<file path="src/rtl/iob_bootrom_arbiter_if.sv">
// Boot ROM arbiter bus: two requester ports plus the shared ROM read port.
// The master modport is the arbiter's view; the slave modport is the view of
// the surrounding requesters and ROM macro.
interface iob_bootrom_arbiter_if #(
  parameter int unsigned ADDR_W = 10,
  parameter int unsigned DATA_W = 32
);

  logic              r0_ren_i;
  logic [ADDR_W-1:0] r0_raddr_i;
  logic              r0_rready_o;
  logic              r0_rvalid_o;

  logic              r1_ren_i;
  logic [ADDR_W-1:0] r1_raddr_i;
  logic              r1_rready_o;
  logic              r1_rvalid_o;

  logic [DATA_W-1:0] rdata_o;

  logic              rom_ren_o;
  logic [ADDR_W-1:0] rom_raddr_o;
  logic              rom_rready_i;
  logic              rom_rvalid_i;
  logic [DATA_W-1:0] rom_rdata_i;

  modport master (
    input  r0_ren_i, r0_raddr_i, r1_ren_i, r1_raddr_i,
    input  rom_rready_i, rom_rvalid_i, rom_rdata_i,
    output r0_rready_o, r0_rvalid_o, r1_rready_o, r1_rvalid_o, rdata_o,
    output rom_ren_o, rom_raddr_o
  );

  modport slave (
    output r0_ren_i, r0_raddr_i, r1_ren_i, r1_raddr_i,
    output rom_rready_i, rom_rvalid_i, rom_rdata_i,
    input  r0_rready_o, r0_rvalid_o, r1_rready_o, r1_rvalid_o, rdata_o,
    input  rom_ren_o, rom_raddr_o
  );

endinterface

</file>
<file path="src/rtl/iob_bootrom_arbiter.sv">
// Two-requester arbiter sharing the boot ROM read port between the CSR read
// path (requester 0) and the boot preload engine (requester 1). One ROM read
// is outstanding at a time; the grant is held from address acceptance until
// the data response returns.
// Build option: define IOB_BOOTROM_ARB_RR_EN for round-robin arbitration;
// otherwise requester 0 has fixed priority and no round-robin pointer exists.
module iob_bootrom_arbiter #(
  parameter int unsigned ADDR_W = 10,
  parameter int unsigned DATA_W = 32
) (
  input  logic                  clk_i,
  input  logic                  cke_i,
  input  logic                  arst_i,
  iob_bootrom_arbiter_if.master bus
);

  typedef enum logic [1:0] {StIdle, StGrant, StWaitRvalid} state_e;

  state_e state_q, state_d;
  logic   grant_q, grant_d;
  logic   winner;
  logic   gnt_ren;
  logic [ADDR_W-1:0] gnt_raddr;

`ifdef IOB_BOOTROM_ARB_RR_EN
  logic rr_ptr_q, rr_ptr_d;

  // Tie goes to the requester indexed by rr_ptr; a lone requester always wins
  always_comb begin
    if (bus.r0_ren_i && bus.r1_ren_i) winner = rr_ptr_q;
    else                              winner = ~bus.r0_ren_i;
  end
`else
  // Fixed priority: requester 0 wins whenever it is requesting
  always_comb begin
    winner = ~bus.r0_ren_i;
  end
`endif

  assign gnt_ren   = grant_q ? bus.r1_ren_i   : bus.r0_ren_i;
  assign gnt_raddr = grant_q ? bus.r1_raddr_i : bus.r0_raddr_i;

  // State register; reset wins over the clock enable
  always_ff @(posedge clk_i) begin
    if (arst_i) begin
      state_q  <= StIdle;
      grant_q  <= 1'b0;
`ifdef IOB_BOOTROM_ARB_RR_EN
      rr_ptr_q <= 1'b0;
`endif
    end else if (cke_i) begin
      state_q  <= state_d;
      grant_q  <= grant_d;
`ifdef IOB_BOOTROM_ARB_RR_EN
      rr_ptr_q <= rr_ptr_d;
`endif
    end
  end

  // Next-state logic: arbitrate in idle, hold the grant until the response
  always_comb begin
    state_d  = state_q;
    grant_d  = grant_q;
`ifdef IOB_BOOTROM_ARB_RR_EN
    rr_ptr_d = rr_ptr_q;
`endif
    unique case (state_q)
      StIdle: begin
        if (bus.r0_ren_i || bus.r1_ren_i) begin
          grant_d = winner;
          state_d = StGrant;
        end
      end
      StGrant: begin
        // A withdrawn request abandons the grant without touching the ROM
        if (!gnt_ren)                 state_d = StIdle;
        else if (bus.rom_rready_i)    state_d = StWaitRvalid;
      end
      StWaitRvalid: begin
        if (bus.rom_rvalid_i) begin
          state_d  = StIdle;
`ifdef IOB_BOOTROM_ARB_RR_EN
          rr_ptr_d = ~grant_q;
`endif
        end
      end
      default: state_d = StIdle;
    endcase
  end

  // Outputs: ROM request and response routing, all zero while in reset
  always_comb begin
    bus.rom_ren_o   = 1'b0;
    bus.rom_raddr_o = '0;
    bus.r0_rready_o = 1'b0;
    bus.r1_rready_o = 1'b0;
    bus.r0_rvalid_o = 1'b0;
    bus.r1_rvalid_o = 1'b0;
    bus.rdata_o     = '0;
    if (!arst_i) begin
      unique case (state_q)
        StGrant: begin
          bus.rom_ren_o   = gnt_ren;
          bus.rom_raddr_o = gnt_ren ? gnt_raddr : '0;
          if (gnt_ren && bus.rom_rready_i) begin
            bus.r0_rready_o = ~grant_q;
            bus.r1_rready_o = grant_q;
          end
        end
        StWaitRvalid: begin
          if (bus.rom_rvalid_i) begin
            bus.r0_rvalid_o = ~grant_q;
            bus.r1_rvalid_o = grant_q;
            bus.rdata_o     = bus.rom_rdata_i;
          end
        end
        default: ;
      endcase
    end
  end

endmodule

</file>
<file path="src/flat_wrapper.sv">
// flat-port wrapper written by rule: the top's interface ports become plain ports
module iob_bootrom_arbiter_flat 
#(
  parameter int unsigned ADDR_W = 10,
  parameter int unsigned DATA_W = 32
)
  (clk_i, cke_i, arst_i, bus_r0_ren_i, bus_r0_raddr_i, bus_r1_ren_i, bus_r1_raddr_i, bus_rom_rready_i, bus_rom_rvalid_i, bus_rom_rdata_i, bus_r0_rready_o, bus_r0_rvalid_o, bus_r1_rready_o, bus_r1_rvalid_o, bus_rdata_o, bus_rom_ren_o, bus_rom_raddr_o);
  iob_bootrom_arbiter_if #(.ADDR_W(ADDR_W), .DATA_W(DATA_W)) bus_i ();
  input  logic clk_i;
  input  logic cke_i;
  input  logic arst_i;
  input wire logic [$bits(bus_i.r0_ren_i)-1:0] bus_r0_ren_i;
  input wire logic [$bits(bus_i.r0_raddr_i)-1:0] bus_r0_raddr_i;
  input wire logic [$bits(bus_i.r1_ren_i)-1:0] bus_r1_ren_i;
  input wire logic [$bits(bus_i.r1_raddr_i)-1:0] bus_r1_raddr_i;
  input wire logic [$bits(bus_i.rom_rready_i)-1:0] bus_rom_rready_i;
  input wire logic [$bits(bus_i.rom_rvalid_i)-1:0] bus_rom_rvalid_i;
  input wire logic [$bits(bus_i.rom_rdata_i)-1:0] bus_rom_rdata_i;
  output wire logic [$bits(bus_i.r0_rready_o)-1:0] bus_r0_rready_o;
  output wire logic [$bits(bus_i.r0_rvalid_o)-1:0] bus_r0_rvalid_o;
  output wire logic [$bits(bus_i.r1_rready_o)-1:0] bus_r1_rready_o;
  output wire logic [$bits(bus_i.r1_rvalid_o)-1:0] bus_r1_rvalid_o;
  output wire logic [$bits(bus_i.rdata_o)-1:0] bus_rdata_o;
  output wire logic [$bits(bus_i.rom_ren_o)-1:0] bus_rom_ren_o;
  output wire logic [$bits(bus_i.rom_raddr_o)-1:0] bus_rom_raddr_o;
  assign bus_i.r0_ren_i = bus_r0_ren_i;
  assign bus_i.r0_raddr_i = bus_r0_raddr_i;
  assign bus_i.r1_ren_i = bus_r1_ren_i;
  assign bus_i.r1_raddr_i = bus_r1_raddr_i;
  assign bus_i.rom_rready_i = bus_rom_rready_i;
  assign bus_i.rom_rvalid_i = bus_rom_rvalid_i;
  assign bus_i.rom_rdata_i = bus_rom_rdata_i;
  assign bus_r0_rready_o = bus_i.r0_rready_o;
  assign bus_r0_rvalid_o = bus_i.r0_rvalid_o;
  assign bus_r1_rready_o = bus_i.r1_rready_o;
  assign bus_r1_rvalid_o = bus_i.r1_rvalid_o;
  assign bus_rdata_o = bus_i.rdata_o;
  assign bus_rom_ren_o = bus_i.rom_ren_o;
  assign bus_rom_raddr_o = bus_i.rom_raddr_o;
  iob_bootrom_arbiter #(.ADDR_W(ADDR_W), .DATA_W(DATA_W)) u_core (.clk_i(clk_i), .cke_i(cke_i), .arst_i(arst_i), .bus(bus_i));
endmodule
</file>
<file path="config.mk">
export PLATFORM = sky130hd
export DESIGN_NAME = iob_bootrom_arbiter_flat
export DESIGN_NICKNAME = d
export VERILOG_FILES = /design/src/rtl/iob_bootrom_arbiter_if.sv /design/src/rtl/iob_bootrom_arbiter.sv /design/src/flat_wrapper.sv
export SDC_FILE = /design/constraint.sdc
export NUM_CORES = 1
export LEC_CHECK = 0
export CORE_MARGIN = 2
export CORE_UTILIZATION = 18
export CTS_BUF_LIST = sky130_fd_sc_hd__clkbuf_8
export DETAILED_ROUTE_END_ITERATION = 16
export PLACE_DENSITY = 0.77
export SLEW_MARGIN = 20
export SYNTH_ARGS = -nofsm -noshare
export SYNTH_HDL_FRONTEND = slang
export SYNTH_SLANG_ARGS = --single-unit
</file>
<file path="constraint.sdc">
create_clock -name clk_i -period 1.75 [get_ports clk_i]
set_input_delay 0.4375 -clock clk_i [delete_from_list [all_inputs] [get_ports clk_i]]
set_output_delay 0.4375 -clock clk_i [all_outputs]
set_load 0.01 [all_outputs]
</file>
==> impl_results.md, run 1 <==
- H-tree levels: 1
- Leakage: 1.03 nW
- Cells after Synth: 73
- Crit path to: bus_rom_raddr_o[7]
- Top-Level Pins: ~110
- Area share of and/or/nand/nor cells after synthesis: ~58%
- Top cells by count, synth: and2_1, a22o_2, clkbuf_1, dfxtp_1
- Reg2Reg Setup Slack: 0.45 ns
- Worst R2R Start: u_core.state_q[0]
- Most frequent cell after synthesis: and2_1
- Core ar.: 3000 µm²
- Worst-margin pin slew: 0.299 ns
- Post-synthesis xor/xnor area fraction: 0%
- Largest family of logic cells by synthesized area: simple AND/OR/NAND/NOR gates
- Adder-Cell Fraction of Synth Area: 0%
- Num CTS Buffers: 3
- First-pass GRT wire length: 5050 µm
- Max_cap viols: 0
- CP required: 1.31 ns
- Post-layout min period: 2.20 ns
- Final cell count without fillers: 242
- Post-synth top flop: dfxtp_1
- Initial antenna violation count: 0
- CTS clk-pin slew, worst paths: 0.03 ns
- DRT Pass-1 Iters: 4
- Vias/cell: 4.62
- CP Launch Type: primary input
- Die H: ~60 µm
- Antenna diodes: 0
- GRT Overall Usage: 18.8%
- RSZ-0062 raised after global routing: true
- Drt drc: 0
- Worst slew margin: 79.8%
- Synthesized flop and latch total: 3
- Filler cell count: 232
- Worst-path maximum fanout: 4
- Worst r2r dst: u_core.state_q[0]
- DR WL/cell: 16.1 µm
- Worst skew pair latency: approximately 0.22 ns
- Vias in the first global route: between 1k and 1.5k
- Period utilization: 125%
- Critical path type: primary input to output port
- Pwr/cell area: approximately 260 nW/µm²
- Ratio of cells with drive above 1 in the final layout: about 55%
- Largest area contributor in the netlist: and2_1
- Number of synthesized flops with an enable pin: 0
- Synth cell types: 23
- Outcome: finished, violations left
- CTS sink count: 3
- Largest cells by area after synthesis: and2_1, a22o_2, dfxtp_1
- CTS tree: done
- Syn_nets: 132
- Pin count of the biggest net entering global routing: 12
- Final Skew: 0.000819 ns
- Initial DRC Count: 35
- Area Growth Syn to Fin: 275%
- # nets final: 269
- Die X: 59.9 µm
- Top cell type's share of synthesized area: about 38%
- Buffers added on ports: 105
- Worst Path Arrival: 1.76 ns
- DRT antenna net count: 0
- Syn Area/Cell: 7.70 µm²
- Final HPWL DP: ~2400 µm
- Peak Freq: roughly 460 MHz
- CTS Hold Bufs: 0
- Max-slew violations: 0
- Seq/Total Area, Yosys: 10.7%
- Setup TNS: -11.30 ns
- Reg2Reg Depth: 3
- Placed insts: 218
- Die area: 3580 µm²
- Utilization after layout: a little over two thirds
- WL final: 3900 µm
- Initial Utilization: between 10% and 20%
- Setup WS post-layout: -0.446 ns
- Mapped cell area: about 560 µm²
- Hold Fails Final Rpt: 0
- Pre-CTS worst setup slack: -1.00 ns
- Synth async-reset ratio: 0%
- Root Buffer: clkbuf_8
- Worst setup EP type: output port
- Overflow after GRT: 0
- Vias: 1118
- Post-synthesis compound-gate area fraction: 24.3%
- Number of setup violations in the final report: 46
- Maximum vdd drop: 0.000140 V
- Setup crit start: arst_i
- Max clock buf depth: 2
- Failing checks: negative setup slack
- Hold Crit Class: primary input to flip-flop
- Row count: 20
- Mux cell area share after synthesis: 2.00%
- Synth warnings: 0
- Final GP Congestion: 0.757
## power by group
group	switching (mW)	total, mW	internal (mW)
clock	0.0534	0.203	0.150
sequential	0.00409	0.0787	0.0746
combinational	0.0736	0.264	0.190
## cell usage in the layout (no fill, tap or decap), types with 2 or more instances in the layout
master and count:
dfxtp_2 2, buf_4 11, buf_6 37, clkbuf_16 2, dlygate4sd2_1 2, a21oi_1 2
buf_2 23, clkdlybuf4s50_1 54, and2_1 23, nand2_1 2, o21ai_0 2, a22o_4 10
buf_12 4, and2_4 12, clkbuf_8 3
## critical path, stage by stage
cell     delay, ns
buf_6         0.09
or3b_4        0.41
nor3b_2       0.21
buf_4         0.19
buf_6         0.12
buf_6         0.08
a22o_4        0.11
buf_6         0.09
## cell type report
class / count / area (µm²) / area share, %
multi-input combinational: 65 / 587 / 27.9
sequential: 3 / 62.6 / 2.97
clock buffer: 3 / 41.3 / 1.96
tap: 33 / 41.3 / 1.96
clock inverter: 1 / 3.75 / 0.178
timing repair buffer: 137 / 1370 / 65.1
## layer usage
metal  vias up  wire length (µm)  global-route usage, %
li1        527                 -                      -
met1       529              1450                   19.6
met2        52              2180                   36.3
met3        10               160                   2.60
met4         0               103                   8.57
met5         -                 0                      0
## repair_timing
| action | 4_1_cts | 5_1_grt |
|---|---|---|
| resized for setup | 242 | 21 |
| pin swaps | 9 | 6 |
| setup endpoints to repair | 47 | 47 |
| gates cloned | 4 | 2 |
| setup buffers | 12 | 3 |
## sequential cells by signal (all words and copies together) (netlist names)
signal and count:
u_core.state_q 2, u_core.grant_q 1
## metrics by stage
step / hold slack, ns / instance area, µm² / total power [mW]
after floorplan: 0.469 / 562 / 0.121
after global placement: 0.583 / 1730 / 0.289
after detailed placement: 0.600 / 1730 / 0.293
after CTS: 0.485 / 1980 / 0.526
after global routing: 0.474 / 2110 / 0.566
final: 0.471 / 2110 / 0.546
## kinds of logic after synthesis
logic type | Yosys count
compound gates | 16
buf+inv | 5
flops | 3
mux | 1
simple gates | 48
## worst min path at each step
stage                      start                end  slack, ns  depth (start not counted)
6_report                  arst_i     u_core.grant_q       0.47                          3
4_1_cts                   arst_i     u_core.grant_q       0.48                          3
3_5_place_dp   u_core.state_q[1]  u_core.state_q[1]       0.60                          3
3_3_place_gp   u_core.state_q[1]  u_core.state_q[1]       0.58                          3
5_1_grt                   arst_i     u_core.grant_q       0.47                          3
2_1_floorplan  u_core.state_q[1]  u_core.state_q[1]       0.47                          2
(Power assumes the default switching activity.)
==> run 2: changes to the inputs <==
Settings changed: CTS_BUF_LIST sky130_fd_sc_hd__clkbuf_8 to sky130_fd_sc_hd__clkbuf_16.
==> run 2 against run 1 <==
  * The run still ends with negative setup slack left
  * Sequential power grew 2%
  * First-iteration DRC count down 2.9%
  * Design area rose by 10%
  * Via count is 0.89% higher
  * Critical path type is now flip-flop to output port
  * Largest cell class unchanged
  * Largest power group is now the clock network
==> impl_results.md, run 2 (same netlist as run 1, synthesis figures left out) <==
- Outcome: finished, violations left
- Met3 Track Usage GR: 4.11% (+1.5 points)
- CP Launch Type: flip-flop
- Core ar.: 3000 µm² (unchanged)
- HP Start: arst_i
- Vias in the first global route: 1160 (+5.7%)
- Hold Fails Final Rpt: 0 (unchanged)
- Buffers added on ports: 105 (unchanged)
- M1 GR Usage: 23.5% (+3.9 points)
- WL final: 4550 µm (+17%)
- Max-slew violations: 0 (unchanged)
- Post-layout min period: 2.19 ns (-0.00317 ns)
- GRT Overall Usage: 20.9% (+2.1 points)
- Num CTS Buffers: 3 (unchanged)
- Final cell count without fillers: 244 (+0.83%)
- Max_cap viols: 0 (unchanged)
- Worst slew margin: 68.8% (-11 points)
- Final Skew: 0.000567 ns (-0.000253 ns)
- Top-Level Pins: 106 (unchanged)
- Row count: 20 (unchanged)
- CP required: 1.31 ns (about the same)
- CTS clk-pin slew, worst paths: 0.03 ns (about the same)
- Setup crit start: u_core.state_q[0]
- Global route hottest layer: met2
- Worst-path maximum fanout: 4 (unchanged)
- Vias/cell: 4.62 (about the same)
- Peak Freq: 456 MHz (+0.14%)
- DRT Pass-1 Iters: 4 (unchanged)
- DRT antenna net count: 0 (unchanged)
- Final GP Congestion: 0.757 (unchanged)
- CTS sink count: 3 (unchanged)
- First-pass GRT wire length: 5600 µm (+11%)
- Initial Utilization: 18.7% (unchanged)
- Pre-CTS worst setup slack: -1.00 ns (unchanged)
- CTS tree: done
- Placed insts: 218 (unchanged)
- Hold Crit Class: primary input to flip-flop
- Vias: 1128 (+0.89%)
- Biggest register: u_core.state_q
- Die area: 3580 µm² (unchanged)
- RSZ-0062 raised after global routing: true
- Commonest non-fill, non-tap cell in the layout: buf_6
- Overflow after GRT: 0 (unchanged)
- Leakage: 1.10 nW (+6.0%)
- Initial antenna violation count: 0 (unchanged)
- Worst R2R Start: u_core.state_q[0]
- Die X: 59.9 µm (unchanged)
- Max clock buf depth: 2 (unchanged)
- Filler cell count: 188 (-19%)
- Commonest non-fill, non-tap cells in the layout: buf_6, clkdlybuf4s50_1, and2_4, buf_4, a22o_4
- Worst skew pair latency: 0.22 ns (about the same)
- Critical path type: flip-flop to output port
- Maximum vdd drop: 0.000265 V (+89%)
- Drt drc: 0 (unchanged)
- Number of setup violations in the final report: 46 (unchanged)
- Setup WS post-layout: -0.442 ns (+0.00317 ns)
- Ratio of cells with drive above 1 in the final layout: 64.5% (+9.9 points)
- Pin count of the biggest net entering global routing: 12 (unchanged)
- Period utilization: 125% (-0.18 points)
- DR WL/cell: 18.6 µm (+16%)
- Worst-margin pin slew: 0.467 ns (+0.168 ns)
- Worst setup EP type: output port
- Max reg flops: 2 (unchanged)
- CTS Hold Bufs: 0 (unchanged)
- Reg2Reg Depth: 6 (+3)
- H-tree levels: 1 (unchanged)
- Largest regs: u_core.state_q (2), u_core.grant_q (1)
- # nets final: 271 (+0.74%)
- Root Buffer: clkbuf_16
- Min-Delay Path Depth: 3 (unchanged)
- Met2 usage: 38.7% (+2.3 points)
- Pwr/cell area: 311 nW/µm² (+20%)
- Antenna diodes: 0 (unchanged)
- Die H: 59.9 µm (unchanged)
- Failing checks: negative setup slack
- Worst Path Arrival: 1.75 ns (about the same)
- Final HPWL DP: 2410 µm (unchanged)
- Initial DRC Count: 34 (-2.9%)
- Area Growth Syn to Fin: 314%
[run 2: timing repair]
action | 4_1_cts | 5_1_grt
gates cloned | 5 | 1
pin swaps | 21 | 21
resized for setup | 263 | 46
setup endpoints to repair | 47 | 47
endpoints found under the hold margin | 0 | 0
buffers inserted | 16 | 1
[run 2: final cells by class]
cell class	instances	area (µm²)	area share [%]
clock inverter	1	3.75	0.161
sequential	3	62.6	2.69
clock buffer	3	75.1	3.23
timing repair buffer	139	1500	64.5
multi-input combinational	65	643	27.7
tap	33	41.3	1.78
[run 2: stage by stage]
step	cell area [µm²]	TNS (ns)	hold WS, ns	total power, mW	utilization (%)
after CTS	2140	-13.34	0.480	0.698	71.2
after global placement	1730	-41.27	0.583	0.289	57.5
after global routing	2320	-15.22	0.500	0.744	77.4
after floorplan	562	-0.152	0.469	0.121	-
final	2320	-13.75	0.498	0.723	77.4
after detailed placement	1730	-42.52	0.600	0.293	57.5
[run 2: routing by layer]
layer | vias up | part of all wire (%)
met4 | 0 | 2.4
met2 | 48 | 58
met5 | - | 0
li1 | 532 | -
met3 | 10 | 3.9
met1 | 538 | 36
[run 2: worst paths after layout]
kind                        endpoint  slack (ns)
hold / removal     u_core.state_q[1]        0.50
setup reg to reg      u_core.grant_q        0.10
hold reg to reg    u_core.state_q[1]        0.64
setup / recovery  bus_rom_raddr_o[7]       -0.44
[run 2: critical path: stages, from the launching register on]
cell and delay (ns):
dfxtp_2 0.32, or3b_4 0.42, nor3b_4 0.21, buf_4 0.17, buf_6 0.10, buf_6 0.09
a22o_4 0.12, buf_6 0.09
[run 2: report_power, final]
group / internal, mW / total, mW / switching, mW / leakage [nW]
clock: 0.295 / 0.359 / 0.0647 / 0.0423
sequential: 0.0747 / 0.0805 / 0.00585 / 0.0253
combinational: 0.197 / 0.283 / 0.0860 / 1.03
==> run 3: changes to the inputs <==
==> constraint.sdc (replaced) <==
create_clock -name clk_i -period 1.75 [get_ports clk_i]
set_input_delay 0.35 -clock clk_i [delete_from_list [all_inputs] [get_ports clk_i]]
set_output_delay 0.35 -clock clk_i [all_outputs]
set_load 0.01 [all_outputs]
==> run 3 against run 2 <==
  * The flow still finishes with violations (negative setup slack)
  * Register-to-register slack worse by 0.05 ns
  * Power up 2.9%
  * Fmax up 3.4%
  * Non-clock buffer count up 6
  * Count of clock-buffer cells in the layout unchanged
  * Routed wire length up 7.1%
  * Sequential power down 2%
  * Highest routed layer unchanged
==> impl_results.md, run 3 (same netlist as run 1, synthesis figures left out) <==
- Maximum vdd drop: 0.000264 V (-0.15%)
- Worst Path Arrival: 1.77 ns (+0.02 ns)
- RSZ-0062 raised after global routing: true
- DR WL/cell: 19.1 µm (+2.5%)
- Leakage: 1.10 nW (+0.35%)
- GRT Overall Usage: 20.0% (-0.94 points)
- Filler cell count: 195 (+3.7%)
- Pwr/cell area: 325 nW/µm² (+4.6%)
- Antenna diodes: 0 (unchanged)
- Vias/cell: 4.94 (+6.8%)
- H-tree levels: 1 (unchanged)
- CP required: 1.40 ns (+0.09 ns)
- Failing checks: negative setup slack
- Outcome: finished, violations left
- Hold Fails Final Rpt: 0 (unchanged)
- Initial DRC Count: 61 (+79%)
- Most Frequent Cell on Critical Path: buf_6
- Worst setup EP type: output port
- Drt drc: 0 (unchanged)
- Row count: 20 (unchanged)
- Worst R2R Start: u_core.state_q[0]
- Overflow after GRT: 0 (unchanged)
- Pin count of the biggest net entering global routing: 12 (unchanged)
- Period utilization: 121% (-4.2 points)
- Vias in the first global route: 1083 (-6.6%)
- Largest regs: u_core.state_q (2), u_core.grant_q (1)
- Hold Crit Class: primary input to flip-flop
- Slowest stage delay, CP: 0.40 ns (-0.02 ns)
- Vias: 1259 (+12%)
- Max-slew violations: 0 (unchanged)
- Post-layout min period: 2.12 ns (-0.0730 ns)
- CP Launch Type: flip-flop
- Max reg flops: 2 (unchanged)
- Worst-path maximum fanout: 4 (unchanged)
- Final Skew: 0.00200 ns (+0.00144 ns)
- Number of setup violations in the final report: 44 (-4.3%)
- Crit path buf inv count: 4 (unchanged)
- Critical path type: flip-flop to output port
- Setup WS post-layout: -0.369 ns (+0.0730 ns)
- CTS sink count: 3 (unchanged)
- Core ar.: 3000 µm² (unchanged)
- HP Start: arst_i
- Slowest-stage cell, CP: or3b_4
- CTS tree: done
- CP top delay family: simple AND/OR/NAND/NOR gates
- Biggest register: u_core.state_q
- Peak Freq: 472 MHz (+3.4%)
- Placed insts: 215 (-1.4%)
- FF+latch area: 62.6 µm² (unchanged)
- Ratio of cells with drive above 1 in the final layout: 64.0% (-0.49 points)
- Die area: 3580 µm² (unchanged)
- Worst-margin pin slew: 0.289 ns (-0.178 ns)
- Root Buffer: clkbuf_16
- Buffers added on ports: 105 (unchanged)
- Die H: 59.9 µm (unchanged)
- Commonest non-fill, non-tap cells in the layout: buf_6, clkdlybuf4s50_1, and2_4, buf_4, buf_2
- CP Cell Sequence: or3b_4, nor3b_2, buf_4, buf_6, buf_6, a22o_4, buf_6
- CTS clk-pin slew, worst paths: 0.03 ns (about the same)
- DRT Pass-1 Iters: 4 (unchanged)
- Max_cap viols: 0 (unchanged)
- Top-Level Pins: 106 (unchanged)
- Die X: 59.9 µm (unchanged)
- Commonest non-fill, non-tap cell in the layout: buf_6
- Worst slew margin: 80.5% (+12 points)
- # nets final: 282 (+4.1%)
- Area Growth Syn to Fin: 307%
- Multi-input gate area: 672 µm² (+4.5%)
- Num CTS Buffers: 3 (unchanged)
- Final GP Congestion: 0.775 (+2.4%)
- WL final: 4870 µm (+7.1%)
- Initial antenna violation count: 0 (unchanged)
- Max clock buf depth: 2 (unchanged)
- Initial Utilization: 18.7% (unchanged)
- First-pass GRT wire length: 5370 µm (-4.1%)
- Final cell count without fillers: 255 (+4.5%)
- Final HPWL DP: 2250 µm (-6.5%)
- Worst skew pair latency: 0.23 ns (about the same)
- DRT antenna net count: 0 (unchanged)
- Hold WS: 0.478 ns (-0.0203 ns)
- Setup crit start: u_core.state_q[0]
-- run 3: power by group --
| group | switching [mW] | internal [mW] |
|---|---|---|
| clock network | 0.0685 | 0.295 |
| logic | 0.0920 | 0.210 |
| registers | 0.00492 | 0.0743 |
-- run 3: layout make-up --
class                   instances  share of cell area, %
flip-flops and latches          3                   2.74
clock buffers                   3                   3.28
clock inverters                 1                  0.164
repair buffers                145                   62.6
well taps                      33                   1.81
multi-input cells              70                   29.4
-- run 3: what timing repair did --
item / in CTS / in global routing
gates resized for setup: 198 / 105
hold buffers: 0 / 0
setup buffers: 18 / 13
setup endpoints to repair: 47 / 42
gates cloned: 6 / 0
pin swaps: 16 / 27
-- run 3: metal layers --
metal,vias up,routed length (µm),GRT usage [%]
met2,61,2880,37.6
met4,0,85,4.13
met1,618,1650,23.2
met5,-,0,0
met3,10,259,3.46
li1,570,-,-
-- run 3: per-stage QoR --
stage	util [%]	setup slack, ns	area [µm²]	setup TNS [ns]	power, mW
global placement	56.3	-0.806	1690	-34.64	0.285
detailed placement	56.3	-0.863	1690	-36.45	0.290
CTS	65.7	-0.285	1970	-4.25	0.689
floorplan	-	0.0984	562	0	0.121
global route	76.2	-0.410	2290	-9.64	0.764
finish	76.2	-0.369	2290	-8.27	0.744
-- run 3: worst register-to-register path: cells and delay by family, from the launching register on --
family,cells,cell delay [ns]
buf+inv,5,0.62
compound gates,2,0.40
flops,1,0.32
simple gates,1,0.26
-- run 3: path summary, 6_finish.rpt --
check	cells after the start	slack (ns)	endpoint
worst max-delay path	7	-0.37	bus_rom_raddr_o[9]
worst min-delay path	3	0.48	u_core.state_q[1]
worst max register to register	8	0.05	u_core.grant_q
worst min register to register	3	0.62	u_core.state_q[1]
